===== src/rtl/can_tx_framer.sv =====
// rtl/can_tx_framer.sv - CAN 2.0A/2.0B transmit framer with bit timing, CRC-15 and bit stuffing
//
// Purpose: serialises one standard or extended data/remote frame per accepted
// rising edge of startXmit onto canTx, with per-bit timing
// sync + propQuanta + seg1Quanta + PHASE_SEG2 quanta. Each quantum is
// quantaDiv+1 clocks.
//
// Parameters:
//   PHASE_SEG2 - phase segment 2 length in quanta (1..8)
//   IFS_BITS   - intermission length in bit times
//
// Ports:
//   HCLK        in   clock, rising edge
//   HRESETn     in   asynchronous active-low reset
//   startXmit   in   transmit request (rising edge accepted in IDLE)
//   quantaDiv   in   [7:0]  prescaler, quantum = quantaDiv+1 clocks
//   propQuanta  in   [5:0]  propagation segment in quanta
//   seg1Quanta  in   [5:0]  phase segment 1 in quanta
//   xmitdata    in   [63:0] payload, byte 0 = [63:56]
//   datalen     in   [3:0]  DLC (sent raw, payload bytes = min(DLC,8))
//   id          in   [28:0] identifier, base = [28:18], extension = [17:0]
//   format      in   0 = standard, 1 = extended
//   frameType   in   [1:0]  00 = data, 01 = remote, 1x = rejected
//   busy        out  frame in progress
//   canTx       out  serial bus output, 1 = recessive
//   canRx       in   bus readback (used only for the ACK slot)
//   ackErr      out  1-cycle pulse on return to IDLE when ACK slot read recessive
//   fmtErr      out  1-cycle pulse when a request is rejected
//
// Configuration: define CAN_TX_ACK_CHECK_EN to enable ACK-slot checking;
// otherwise canRx is ignored and ackErr is tied to 0.
module can_tx_framer #(
  parameter int PHASE_SEG2 = 4,
  parameter int IFS_BITS   = 3
) (
  input  logic        HCLK,
  input  logic        HRESETn,
  input  logic        startXmit,
  input  logic [7:0]  quantaDiv,
  input  logic [5:0]  propQuanta,
  input  logic [5:0]  seg1Quanta,
  input  logic [63:0] xmitdata,
  input  logic [3:0]  datalen,
  input  logic [28:0] id,
  input  logic        format,
  input  logic [1:0]  frameType,
  output logic        busy,
  output logic        canTx,
  input  logic        canRx,
  output logic        ackErr,
  output logic        fmtErr
);

  localparam logic [7:0] PS2_Q    = 8'(PHASE_SEG2);
  localparam logic [6:0] IFS_LAST = 7'(IFS_BITS - 1);

  typedef enum logic [3:0] {
    S_IDLE, S_SOF, S_ARB, S_CTRL, S_DATA, S_CRC,
    S_CRCDEL, S_ACK, S_ACKDEL, S_EOF, S_IFS
  } state_t;

  state_t      r_state, w_state_nxt;
  logic        r_start_q;
  logic [7:0]  r_qdiv;
  logic [5:0]  r_prop, r_seg1;
  logic [31:0] r_arb;
  logic [4:0]  r_arb_last;
  logic [5:0]  r_ctrl;
  logic [63:0] r_data;
  logic [6:0]  r_data_last;
  logic        r_has_data;
  logic [7:0]  r_qcnt, r_tq;
  logic [6:0]  r_cnt;
  logic        r_cantx;
  logic        r_stuff;
  logic [2:0]  r_run_cnt;
  logic        r_run_last;
  logic [14:0] r_crc;
  logic        r_fmterr;

  logic        w_edge, w_accept, w_reject;
  logic        w_qtick, w_bit_end;
  logic [7:0]  w_bit_tq;
  logic [3:0]  w_nbytes;
  logic [6:0]  w_field_last, w_adv_cnt, w_tgt_cnt;
  state_t      w_adv_state, w_tgt_state;
  logic        w_tgt_bit;
  logic        w_crc_zone, w_stuff_zone, w_crc_fb;
  logic [14:0] w_crc_upd;
  logic [2:0]  w_run_cnt_nxt;
  logic        w_need_stuff;

  assign w_edge   = startXmit & ~r_start_q;
  assign w_accept = w_edge && (r_state == S_IDLE) && !frameType[1];
  assign w_reject = w_edge && (r_state == S_IDLE) && frameType[1];
  assign w_nbytes = (datalen > 4'd8) ? 4'd8 : datalen;

  assign w_bit_tq  = 8'd1 + {2'b00, r_prop} + {2'b00, r_seg1} + PS2_Q;
  assign w_qtick   = (r_qcnt == r_qdiv);
  assign w_bit_end = w_qtick && (r_tq == w_bit_tq - 8'd1) && (r_state != S_IDLE);

  assign w_crc_zone   = (r_state == S_SOF) || (r_state == S_ARB) ||
                        (r_state == S_CTRL) || (r_state == S_DATA);
  assign w_stuff_zone = w_crc_zone || (r_state == S_CRC);

  // Last bit index of the field currently being sent.
  always_comb begin
    w_field_last = 7'd0;
    case (r_state)
      S_ARB:   w_field_last = {2'b00, r_arb_last};
      S_CTRL:  w_field_last = 7'd5;
      S_DATA:  w_field_last = r_data_last;
      S_CRC:   w_field_last = 7'd14;
      S_EOF:   w_field_last = 7'd6;
      S_IFS:   w_field_last = IFS_LAST;
      default: w_field_last = 7'd0;
    endcase
  end

  // Field position after the current data bit.
  always_comb begin
    w_adv_state = r_state;
    w_adv_cnt   = r_cnt + 7'd1;
    if (r_cnt == w_field_last) begin
      w_adv_cnt = 7'd0;
      case (r_state)
        S_SOF:    w_adv_state = S_ARB;
        S_ARB:    w_adv_state = S_CTRL;
        S_CTRL:   w_adv_state = r_has_data ? S_DATA : S_CRC;
        S_DATA:   w_adv_state = S_CRC;
        S_CRC:    w_adv_state = S_CRCDEL;
        S_CRCDEL: w_adv_state = S_ACK;
        S_ACK:    w_adv_state = S_ACKDEL;
        S_ACKDEL: w_adv_state = S_EOF;
        S_EOF:    w_adv_state = S_IFS;
        default:  w_adv_state = S_IDLE;
      endcase
    end
  end

  // A stuff bit is sent after the field position has already advanced, so
  // when it ends the position stays put and that position's bit goes out.
  assign w_tgt_state = r_stuff ? r_state : w_adv_state;
  assign w_tgt_cnt   = r_stuff ? r_cnt   : w_adv_cnt;

  // CRC including the data bit now ending (stuff bits are excluded).
  always_comb begin
    w_crc_fb  = r_cantx ^ r_crc[14];
    w_crc_upd = r_crc;
    if (!r_stuff && w_crc_zone)
      w_crc_upd = {r_crc[13:0], 1'b0} ^ (w_crc_fb ? 15'h4599 : 15'h0000);
  end

  always_comb begin
    w_tgt_bit = 1'b1;
    case (w_tgt_state)
      S_SOF:   w_tgt_bit = 1'b0;
      S_ARB:   w_tgt_bit = r_arb[5'd31 - w_tgt_cnt[4:0]];
      S_CTRL:  w_tgt_bit = r_ctrl[3'd5 - w_tgt_cnt[2:0]];
      S_DATA:  w_tgt_bit = r_data[6'd63 - w_tgt_cnt[5:0]];
      S_CRC:   w_tgt_bit = w_crc_upd[4'd14 - w_tgt_cnt[3:0]];
      default: w_tgt_bit = 1'b1;
    endcase
  end

  assign w_run_cnt_nxt = ((r_run_cnt != 3'd0) && (r_cantx == r_run_last)) ?
                         r_run_cnt + 3'd1 : 3'd1;
  assign w_need_stuff  = !r_stuff && w_stuff_zone && (w_run_cnt_nxt == 3'd5);

  always_comb begin
    w_state_nxt = r_state;
    if (r_state == S_IDLE) begin
      if (w_accept) w_state_nxt = S_SOF;
    end else if (w_bit_end) begin
      w_state_nxt = w_tgt_state;
    end
  end

  always_ff @(posedge HCLK or negedge HRESETn) begin
    if (!HRESETn) r_state <= S_IDLE;
    else          r_state <= w_state_nxt;
  end

`ifdef CAN_TX_ACK_CHECK_EN
  logic r_ack_miss, r_ackerr;
  logic w_sample;
  assign w_sample = w_qtick && (r_tq == {2'b00, r_prop} + {2'b00, r_seg1});

  always_ff @(posedge HCLK or negedge HRESETn) begin
    if (!HRESETn) begin
      r_ack_miss <= 1'b0;
      r_ackerr   <= 1'b0;
    end else begin
      r_ackerr <= 1'b0;
      if (w_accept)
        r_ack_miss <= 1'b0;
      else if ((r_state == S_ACK) && w_sample)
        r_ack_miss <= canRx;
      if (w_bit_end && !r_stuff && (w_adv_state == S_IDLE))
        r_ackerr <= r_ack_miss;
    end
  end
  assign ackErr = r_ackerr;
`else
  logic w_unused_rx;
  assign w_unused_rx = canRx;
  assign ackErr      = 1'b0;
`endif

  always_ff @(posedge HCLK or negedge HRESETn) begin
    if (!HRESETn) begin
      r_start_q   <= 1'b0;
      r_qdiv      <= '0;
      r_prop      <= '0;
      r_seg1      <= '0;
      r_arb       <= '0;
      r_arb_last  <= '0;
      r_ctrl      <= '0;
      r_data      <= '0;
      r_data_last <= '0;
      r_has_data  <= 1'b0;
      r_qcnt      <= '0;
      r_tq        <= '0;
      r_cnt       <= '0;
      r_cantx     <= 1'b1;
      r_stuff     <= 1'b0;
      r_run_cnt   <= '0;
      r_run_last  <= 1'b0;
      r_crc       <= '0;
      r_fmterr    <= 1'b0;
    end else begin
      r_start_q <= startXmit;
      r_fmterr  <= w_reject;
      if (w_accept) begin
        r_qdiv <= quantaDiv;
        r_prop <= propQuanta;
        r_seg1 <= seg1Quanta;
        if (format) begin
          r_arb      <= {id[28:18], 1'b1, 1'b1, id[17:0], frameType[0]};
          r_arb_last <= 5'd31;
        end else begin
          r_arb      <= {id[28:18], frameType[0], 20'd0};
          r_arb_last <= 5'd11;
        end
        // IDE,r0 (standard) and r1,r0 (extended) are both dominant.
        r_ctrl      <= {2'b00, datalen};
        r_data      <= xmitdata;
        r_data_last <= {w_nbytes, 3'b000} - 7'd1;
        r_has_data  <= !frameType[0] && (datalen != 4'd0);
        r_qcnt      <= '0;
        r_tq        <= '0;
        r_cnt       <= '0;
        r_cantx     <= 1'b0;
        r_stuff     <= 1'b0;
        r_run_cnt   <= '0;
        r_run_last  <= 1'b0;
        r_crc       <= '0;
      end else if (r_state != S_IDLE) begin
        if (w_qtick) begin
          r_qcnt <= '0;
          r_tq   <= (r_tq == w_bit_tq - 8'd1) ? 8'd0 : r_tq + 8'd1;
        end else begin
          r_qcnt <= r_qcnt + 8'd1;
        end
        if (w_bit_end) begin
          r_cnt      <= w_tgt_cnt;
          r_crc      <= w_crc_upd;
          r_run_last <= r_cantx;
          if (r_stuff) begin
            r_stuff   <= 1'b0;
            r_run_cnt <= 3'd1;
            r_cantx   <= w_tgt_bit;
          end else begin
            r_run_cnt <= w_run_cnt_nxt;
            if (w_need_stuff) begin
              r_stuff <= 1'b1;
              r_cantx <= ~r_cantx;
            end else begin
              r_cantx <= w_tgt_bit;
            end
          end
        end
      end
    end
  end

  assign busy   = (r_state != S_IDLE);
  assign canTx  = r_cantx;
  assign fmtErr = r_fmterr;

endmodule


===== config.mk =====
export PLATFORM = sky130hd
export DESIGN_NAME = can_tx_framer
export DESIGN_NICKNAME = d
export VERILOG_FILES = /design/src/rtl/can_tx_framer.sv
export SDC_FILE = /design/constraint.sdc
export NUM_CORES = 1
export LEC_CHECK = 0
export ABC_AREA = 1
export CORE_MARGIN = 3
export CORE_UTILIZATION = 55
export CTS_BUF_LIST = sky130_fd_sc_hd__clkbuf_16
export DETAILED_ROUTE_END_ITERATION = 16
export PLACE_DENSITY = 0.92
export SETUP_SLACK_MARGIN = 0.3
export SYNTH_ARGS = -nofsm -noshare
export SYNTH_HDL_FRONTEND = slang
export SYNTH_SLANG_ARGS = --single-unit

===== constraint.sdc =====
create_clock -name HCLK -period 3.8 [get_ports HCLK]
set_input_delay 0.57 -clock HCLK [delete_from_list [all_inputs] [get_ports HCLK]]
set_output_delay 0.57 -clock HCLK [all_outputs]
set_load 0.05 [all_outputs]

# Word level (Yosys, flattened, before mapping)

Index checks and enable logic that the tools add are counted.
W data, S select, Z words.

$add $sub $neg: 13
$lt $le $gt $ge: 5
Equality and inequality tests: 22
Muxes and demuxes: 55
Bitwise logic cells: 5
Reduce and logical (&&, ||, !) cells: 29

Operators by type and width:

| operator              | count |
|---|---|
| $mux W15              | 5 |
| $mux W8               | 7 |
| $pmux W7 S6           | 1 |
| $pmux W4 S9           | 1 |
| $mux W7               | 5 |
| $eq A4 B3 Y1 const B  | 6 |
| $mux W4               | 6 |
| $mux W21              | 1 |
| $mux W1               | 18 |
| $add A8 B1 Y8 const B | 2 |
| $eq A4 B2 Y1 const B  | 4 |
| $eq A8 B8 Y1          | 2 |
| $mux W3               | 5 |
| $xor A15 B15 Y15      | 1 |
| $eq A4 B4 Y1 const B  | 3 |
| $logic_and A1 B1 Y1   | 10 |
| $add A7 B6 Y8         | 1 |
| $add A8 B3 Y8 const B | 1 |
| $eq A4 B1 Y1 const B  | 2 |
| $reduce_bool A2 Y1    | 4 |
| $reduce_bool A4 Y1    | 2 |
| $sub A8 B1 Y8 const B | 1 |
| $add A1 B6 Y7 const A | 1 |
| $add A7 B1 Y7 const B | 1 |
| other kinds (31)      | 39 |

Flip-flop bits (word level): 183
Input bits: 124
Output and inout bits: 4
Word-level logic and storage cells: 150

# Depth between registers and ports, before layout

Gate-level depths: netlist of run 1.

Depth in word-level cells: 14
Gate-level depth with buffers: 30
Mapped depth without buffers: 28

# Worst setup path after synthesis of run 1

No wires, ideal clock.

Path type: register to register
From: register r_prop[1]
To: register r_cnt[0]
Library setup time: 0.083 ns
Arrival time: 2.809 ns
Data required time: 3.717 ns
Slack: 0.908 ns
Cell stages (with the launch flop): 19
Buffers on the path: 2
Clock period less this slack: 2.892 ns
Path through: dfrtp_1 ha_1 ha_1 inv_1 fa_1 inv_1 nand2_1 nand2_1 a21oi_1 xor2_1 nand2_1 o21ai_0 nor3_1 nand4_1 nor2_1 buf_4 clkinv_1 buf_2 o22ai_1

Longest elaborated chain between the ends: 9

Ends and longest elaborated chain:

| what                                | line | text |
|---|---|---|
| start, declared                     | 65   | `logic [5:0] r_prop, r_seg1;` |
| start signal, assigned              | 236  | `r_prop <= propQuanta;` |
| $add A1 B6 Y7                       | 98   | `assign w_bit_tq = 8'd1 + {2'b00, r_prop} + {2'b00, r_seg1} + PS2_Q;` |
| $add A7 B6 Y8                       | 98   |  |
| $add A8 B3 Y8                       | 98   |  |
| $sub A8 B1 Y8                       | 100  | `assign w_bit_end = w_qtick && (r_tq == w_bit_tq - 8'd1) && (r_state != S_IDLE);` |
| $eq A8 B8 Y1                        | 100  |  |
| $logic_and A1 B1 Y1 (2 in series)   | 100  |  |
| $reduce_bool A2 Y1 (no source line) | --   |  |
| $reduce_and A2 Y1 (no source line)  | --   |  |
| end signal, assigned                | 266  | `r_cnt <= w_tgt_cnt;` |
| end, declared                       | 73   | `logic [6:0] r_cnt;` |

Every way passes these cells.
A chain may end at the register's enable or synchronous reset.

# Final worst setup path of run 1

From: register r_prop[3]
To: register r_state[0]

Longest elaborated chain between the ends: 9

Ends and longest elaborated chain:

| what                                | line | text |
|---|---|---|
| $add A1 B6 Y7                       | 98   |  |
| $add A7 B6 Y8                       | 98   |  |
| $add A8 B3 Y8                       | 98   |  |
| $sub A8 B1 Y8                       | 100  |  |
| $eq A8 B8 Y1                        | 100  |  |
| $logic_and A1 B1 Y1 (2 in series)   | 100  |  |
| $reduce_bool A2 Y1 (no source line) | --   |  |
| $reduce_and A2 Y1 (no source line)  | --   |  |
| end signal, assigned                | 181  | `else r_state <= w_state_nxt;` |
| end, declared                       | 62   | `state_t r_state, w_state_nxt;` |

Every way passes these cells.

==> results_dict.tcl, run 1 <==
set metrics [dict create \
    clock_insertion_delay_worst_skew_ns 0.44 \
    floorplan.initialDensity_pct 56.8 \
    static-leakage-power_nw 5.71 \
    clock-sinks 176 \
    finalMaxSlewViolations 0 \
    num-nets-final 1522 \
    initialDrtViolationCount 1224 \
    post_route_cells_drive_above_1_share_pct 6.83 \
    synth_compound_area_share_pct 6.00 \
    wire_length_of_the_first_global_routing_pass_um 42000 \
    groute.usage.overall_pct 27.8 \
    final.setup.tns_ns 0 \
    ant_nets 0 \
    hpwl_um 16700 \
    clock.fmax_mhz 300 \
    timing_hold_violations_final 0 \
    totalWireLength_um 25500 \
    post_synth_num_cell_types 41 \
    vias_per_cell 5.68 \
    reg2reg_setup_slack_ns 0.47 \
    worstSetupPathType "reg -> reg" \
    critPathRequiredTime_ns 4.13 \
    cp_launch_type "flop" \
    synth.net_count 1420 \
    unrepaired_setup_endpoints_after_global_routing "yes" \
    maxSlewHeadroom_pct 30.9 \
    synth_cells 1275 \
    globalRoute.totalOverflow 0 \
    cp_max_fo 11 \
    synth.yosys.seq_area_share_pct 46.1 \
    synth_xor_xnor_area_share_pct 3.30 \
    layout.cells.non_filler 1610 \
    crit_path_cell_trace "ha_1, ha_1, nand2_1, nand2_1, a31oi_2, inv_1, a21oi_1, nor2_1, nor2_1, xor2_1, buf_4, nand2_1, nand4_1, nor2_4, nor2_1, inv_2, buf_4, o22ai_1, inv_1" \
    grt_antenna_before_repair 0 \
    area_growth_pct 21.4 \
    place_inst 1573 \
    max_stage_delay_ns 0.38 \
    floorplan.die.width_um 138 \
    routed-via-count 9140 \
    synth.cell_area_sq_um 9550 \
    grt_pass1_vias 8807 \
    gp_routability_congestion 0.853 \
    yosysWarnings 0 \
    reg2reg_from "r_prop[3]$_DFFE_PN0P_" \
    portion_of_netlist_area_occupied_by_mux_cells_pct 0 \
    hold_slack_ns 0.154 \
    core-area_sq_um 16800 \
    timing.clock.skew_ns 0.0123 \
    clk_pin_slew_ns 0.07 \
    cts_tree "yes" \
    clock_tree.htree_level_count 4 \
    drt_drc_violations_left 0 \
    max_cap_viol_count 0 \
    synth-simple-area-share_pct 35.0 \
    peakVddDrop_v 0.000676 \
    worst-slew-pin-transition_ns 1.04 \
    run_status "finished clean" \
    reg2regPathDepth 19 \
    portBuffers 125 \
    placed_area_sq_um 10900 \
    crit_arrival_ns 3.66 \
    die_h_um 138 \
    dr.pass1.iters 5 \
    hold_buffers 0 \
    final.period_utilization_pct 87.8 \
    final_core_area_utilization_pct 69.0 \
    r2r-end "r_state[0]$_DFFE_PN0P_" \
    cpMaxStageDelayCell "dfrtp_1" \
    yosys.area_share.adder_pct 2.83 \
    layout.cell_area.non_filler_sq_um 11600 \
    antenna-diode-count 0 \
    path_type_of_the_worst_min_delay_path "in -> async" \
    tritoncts.num_buffers 17 \
    critPathCaptureType "flop" \
    io_pins 128 \
    main_combinational_cell_family_by_area_after_synthesis "simple AND/OR/NAND/NOR gates" \
    die-area_sq_um 19000 \
    detail_route.wl_per_cell_um 15.8 \
    clk_root_buffer_cell "clkbuf_16" \
    grt_max_degree 111 \
    cell_rows 47 \
    setup-violations-final 0 \
    ys_seq_elements 176 \
    synth.avg_cell_area_sq_um 7.49 \
    nFillCells 1221 \
    final_period_minus_worst_setup_slack_ns 3.33 \
    power.density_cell_area_nw_per_um2 826 \
    max-clock-path-buffers 2 \
]
synth_stat cells, drive strengths merged:
library cell,number,share of area (%)
or2,4,0.26
nor4,6,0.39
clkbuf,40,1.6
xor2,23,2.1
fa,1,0.21
buf,23,1.6
conb,1,0.039
dfrtp,175,46
ha,20,2.6
o211ai,4,0.31
a32o,2,0.21
o21a,2,0.16
a31oi,2,0.13
o21ai,46,2.5
nor3,8,0.42
nand4,7,0.46
nand2,526,21
xnor2,13,1.2
o22ai,20,1.3
nand3,196,11
nand3b,2,0.16
inv,83,3.3
a22o,1,0.092
a211oi,2,0.16
clkinv,4,0.21
nor2,42,1.9
a21oi,21,1.1
dfstp,1,0.28
layout by cell type (no fill, tap or decap), types with 3 or more instances in the layout:
cell type        netlist  final
dfrtp_1              175    172
o21ai_0               41     41
buf_4                  3     18
or2_2                  4      4
o21ai_2                3      3
ha_1                  20     20
clkinvlp_4             0      6
inv_6                  0      4
a21oi_1               21     20
nand2_4                3      3
nand2_1              521    521
nand3_1              193    193
dfrtp_2                0      3
inv_4                  1      3
nor3_1                 8      7
nand4_1                7      7
clkbuf_16              0     17
clkdlybuf4s50_1        0    124
xor2_1                23     23
nor4_1                 6      5
o22ai_1               20     20
nor2_1                37     35
inv_1                 76     74
clkinv_1               3      3
inv_2                  6      6
o211ai_1               4      4
xnor2_1               13     12
nor2_4                 2      5
critical path: cells and delay by family (launching register included):
family                     cells  cell delay [ns]
buffers and inverters          5             0.62
AOI/OAI and AO/OA              3             0.47
xor gates and xnor gates       1             0.26
adders and majority gates      2             0.68
DFF                            1             0.38
and+or+nand+nor                8             0.80
logic make-up (layout without fill, tap and decap cells):
logic type               count (synthesis)  in the layout
buffers and inverters                  150            265
flip-flops                             176            176
AND/OR/NAND/NOR                        791            791
adder cells (fa/ha/maj)                 21             21
AO/OA/AOI/OAI                          100            100
other                                    1              1
XOR/XNOR                                36             36
sequential cells by signal (all words and copies together) (netlist names), 3 cells and up:
| register | count |
|---|---|
| r_cnt | 7 |
| r_prop | 6 |
| r_tq | 8 |
| r_arb | 32 |
| r_data_last | 4 |
| r_qcnt | 8 |
| r_run_cnt | 3 |
| r_crc | 15 |
| r_qdiv | 8 |
| r_state | 4 |
| r_seg1 | 6 |
| r_data | 64 |
| r_ctrl | 4 |
timing repair:
action / 4_1_cts / 5_1_grt
pin swaps: 0 / 2
endpoints found under the setup margin: 18 / 26
gates resized for setup: 2 / 17
buffers inserted: 0 / 5
report_power, final:
part	internal (mW)	switching (mW)
Clock	0.974	0.775
Sequential	2.62	0.542
Combinational	1.69	2.98
Total	5.28	4.30
how the worst max path moves through the flow:
| stage | cells after the start | from | end | slack (ns) |
|---|---|---|---|---|
| 4_1_cts | 27 | r_state[3]$_DFFE_PN0P_ | canTx$_DFFE_PN1P_ | 0.38 |
| 6_report | 19 | r_prop[3]$_DFFE_PN0P_ | r_state[0]$_DFFE_PN0P_ | 0.47 |
| 3_3_place_gp | 17 | r_prop[1]$_DFFE_PN0P_ | r_state[0]$_DFFE_PN0P_ | 0.30 |
| 2_1_floorplan | 18 | r_prop[1]$_DFFE_PN0P_ | r_cnt[0]$_DFFE_PN0P_ | 0.91 |
| 3_5_place_dp | 17 | r_prop[1]$_DFFE_PN0P_ | r_state[0]$_DFFE_PN0P_ | 0.16 |
| 5_1_grt | 27 | r_state[3]$_DFFE_PN0P_ | canTx$_DFFE_PN1P_ | 0.25 |
metrics by stage:
stage	setup slack, ns	power (mW)
6_report	0.465	9.58
5_1_grt	0.250	10.3
4_1_cts	0.377	9.37
3_5_place_dp	0.161	7.55
3_3_place_gp	0.304	7.35
2_1_floorplan	0.908	6.51
metal layers:
layer	track usage [%]	routed length [um]	vias up
met5	0	0	-
li1	-	-	4308
met1	37.3	10400	4316
met2	45.9	12700	455
met4	10.6	643	0
met3	4.02	1800	61
layout make-up:
| class | count | area [sq um] | share of cell area (%) |
|---|---|---|---|
| well taps | 220 | 275 | 2.37 |
| multi-input cells | 949 | 4560 | 39.3 |
| clock buffers | 17 | 425 | 3.67 |
| inverters | 87 | 344 | 2.97 |
| clock inverters | 15 | 156 | 1.35 |
| repair buffers | 146 | 1430 | 12.3 |
| flip-flops and latches | 176 | 4410 | 38.0 |
Note: power is estimated with default switching activity, not from simulation.
==> run 2, diff against run 1 <==
--- a/config.mk
+++ b/config.mk
@@ -6,6 +6,7 @@
 export NUM_CORES = 1
 export LEC_CHECK = 0
 export ABC_AREA = 1
+export ABC_CLOCK_PERIOD_IN_PS = 3800
 export CORE_MARGIN = 3
 export CORE_UTILIZATION = 55
 export CTS_BUF_LIST = sky130_fd_sc_hd__clkbuf_16
==> results of run 2 <==
No change in the layout: final DEF, timing and power equal those of run 1.
==> run 3, diff against run 2 <==
--- a/config.mk
+++ b/config.mk
@@ -6,12 +6,12 @@
 export NUM_CORES = 1
 export LEC_CHECK = 0
 export ABC_AREA = 1
-export ABC_CLOCK_PERIOD_IN_PS = 3800
+export ABC_CLOCK_PERIOD_IN_PS = 2800
 export CORE_MARGIN = 3
-export CORE_UTILIZATION = 55
+export CORE_UTILIZATION = 50
 export CTS_BUF_LIST = sky130_fd_sc_hd__clkbuf_16
 export DETAILED_ROUTE_END_ITERATION = 16
-export PLACE_DENSITY = 0.92
+export PLACE_DENSITY = 0.89
 export SETUP_SLACK_MARGIN = 0.3
 export SYNTH_ARGS = -nofsm -noshare
 export SYNTH_HDL_FRONTEND = slang
==> constraint.sdc (replaced) <==
create_clock -name HCLK -period 2.8 [get_ports HCLK]
set_input_delay 0.42 -clock HCLK [delete_from_list [all_inputs] [get_ports HCLK]]
set_output_delay 0.42 -clock HCLK [all_outputs]
set_load 0.05 [all_outputs]
==> run 3 against run 2 <==
  * The flow now finishes with violations (setup timing)
  * Non-clock buffer count is 54 higher
  * Clock power rose by 36%
  * Via count rose by 5.8%
  * Design area rose by 8.8%
  * Maximum frequency grew 4.4%
  * Sequential share of layout area is 3.1 points lower
  * Sequential power up 37%
  * Critical path type unchanged
==> results_dict.tcl, run 3 (synthesis results as in run 1) <==
set metrics [dict create \
    run_status "finished with violations" \
    violations "setup timing" \
    reg_top3 "r_data: 64 flops, r_arb: 32 flops, r_crc: 15 flops" \
    cp_launch_type "flop" \
    place_inst 1626 \
    gp_routability_congestion 0.901 \
    vias_per_cell 5.77 \
    layout.cell_area.non_filler_sq_um 12600 \
    cell_rows 49 \
    die-area_sq_um 20800 \
    layout.cells.non_filler 1675 \
    die_h_um 144 \
    floorplan.initialDensity_pct 51.9 \
    num-nets-final 1578 \
    setup-violations-final 32 \
    worst_hold_path_endpoint "r_start_q$_DFF_PN0_" \
    r2r-end "r_state[0]$_DFFE_PN0P_" \
    critPathCaptureType "flop" \
    dr.pass1.iters 6 \
    floorplan.die.width_um 144 \
    clk_pin_slew_ns 0.07 \
    pre_cts_ws_ns -0.249 \
    ant_nets 0 \
    placed_area_sq_um 11500 \
    totalWireLength_um 28400 \
    cp_max_fo 5 \
    critPathRequiredTime_ns 3.13 \
    unrepaired_setup_endpoints_after_global_routing "yes" \
    path_type_of_the_worst_min_delay_path "in -> reg" \
    clock_insertion_delay_worst_skew_ns 0.44 \
    routed-via-count 9673 \
    groute.usage.overall_pct 26.5 \
    clock-sinks 176 \
    io_pins 128 \
    max_cap_viol_count 0 \
    timing_hold_violations_final 0 \
    maxSlewHeadroom_pct 42.6 \
    static-leakage-power_nw 6.12 \
    portBuffers 125 \
    worst-slew-pin-transition_ns 0.858 \
    reg2reg_from "r_prop[3]$_DFFE_PN0P_" \
    final.period_utilization_pct 114 \
    clock_tree.htree_level_count 4 \
    largest_register "r_data" \
    largest_reg_flops 64 \
    final_period_minus_worst_setup_slack_ns 3.19 \
    grt_max_degree 107 \
    clock.fmax_mhz 313 \
    initialDrtViolationCount 1098 \
    post_route_cells_drive_above_1_share_pct 15.3 \
    globalRoute.totalOverflow 0 \
    antenna-diode-count 0 \
    core-area_sq_um 18400 \
    power.density_cell_area_nw_per_um2 1150 \
    finalMaxSlewViolations 0 \
    fin_total_pwr_mw 14.5 \
    area_growth_pct 32.2 \
    crit_arrival_ns 3.53 \
    worstSetupPathType "reg -> reg" \
    timing.clock.skew_ns 0.0145 \
    hold_path_startpoint "startXmit" \
    clk_root_buffer_cell "clkbuf_16" \
    cts_tree "yes" \
    max-clock-path-buffers 2 \
    grt_pass1_vias 9229 \
    timing.hold.worst_path_depth 1 \
    reg2regPathDepth 19 \
    grt_antenna_before_repair 0 \
    hpwl_um 17800 \
    wire_length_of_the_first_global_routing_pass_um 44200 \
    detail_route.wl_per_cell_um 17.0 \
    layout_common_cells "nand2_1 (505), nand3_1 (192), dfrtp_1 (172), clkdlybuf4s50_1 (123), inv_1 (67)" \
    layout.cells.most_common "nand2_1" \
    final.setup.worst_slack_ns -0.394 \
    peakVddDrop_v 0.000663 \
    tritoncts.num_buffers 17 \
    drt_drc_violations_left 0 \
    final_core_area_utilization_pct 68.6 \
    reg2reg_setup_slack_ns -0.39 \
]
run 3: metal layers:
layer / global-route usage [%] / wire (um)
met1: 34.3 / 10900
met2: 43.3 / 14000
met3: 4.60 / 2190
met4: 12.9 / 1260
met5: 0 / 0
run 3: area by class of cell:
type,instances,area [sq um]
fill,1267,5770
multi-input combinational,949,4920
sequential,176,4410
timing repair buffer,200,2020
clock buffer,17,425
inverter,87,375
tap,229,287
clock inverter,15,163
timing repair inverter,2,27.5
run 3: worst max-delay path: stages, from the launching register on:
cell	delay, ns
dfrtp_1	0.41
ha_4	0.29
ha_4	0.20
nand2_2	0.07
nand2_2	0.04
a31oi_2	0.17
inv_1	0.07
a21oi_1	0.14
nor2_1	0.06
nor2_1	0.14
xor2_1	0.11
or2_4	0.23
nand4_1	0.19
nor2_1	0.11
buf_4	0.17
nor2_4	0.19
clkinv_4	0.14
clkbuf_16	0.19
o22ai_2	0.11
inv_1	0.05
run 3: timing repair:
action,CTS,global route
pin swaps,7,17
setup endpoints to repair,41,46
endpoints found under the hold margin,52,0
hold buffers,1,0
cloned,1,5
buffers inserted,8,2
gates resized for setup,39,56
run 3: worst max path at each step:
stage	start	endpoint	slack (ns)	cells past startpoint
after detailed placement	r_prop[2]$_DFFE_PN0P_	r_state[0]$_DFFE_PN0P_	-0.25	21
after global routing	r_seg1[1]$_DFFE_PN0P_	canTx$_DFFE_PN1P_	-0.58	17
after global placement	r_prop[2]$_DFFE_PN0P_	r_state[0]$_DFFE_PN0P_	-0.14	21
after floorplan	r_prop[1]$_DFFE_PN0P_	r_cnt[0]$_DFFE_PN0P_	0.09	17
after CTS	r_seg1[1]$_DFFE_PN0P_	r_cnt[6]$_DFFE_PN0P_	-0.15	16
final	r_prop[3]$_DFFE_PN0P_	r_state[0]$_DFFE_PN0P_	-0.39	19
run 3: power by group:
part	switching, mW	internal [mW]
Sequential	0.771	3.55
Clock	1.18	1.20
Combinational	4.58	3.21
run 3: metrics by stage:
stage | TNS [ns] | hold slack (ns)
after floorplan | 0 | 0.124
after global placement | -1.96 | 0.419
after detailed placement | -4.65 | 0.421
after CTS | -3.22 | 0.476
after global routing | -16.77 | 0.468
final | -9.25 | 0.472
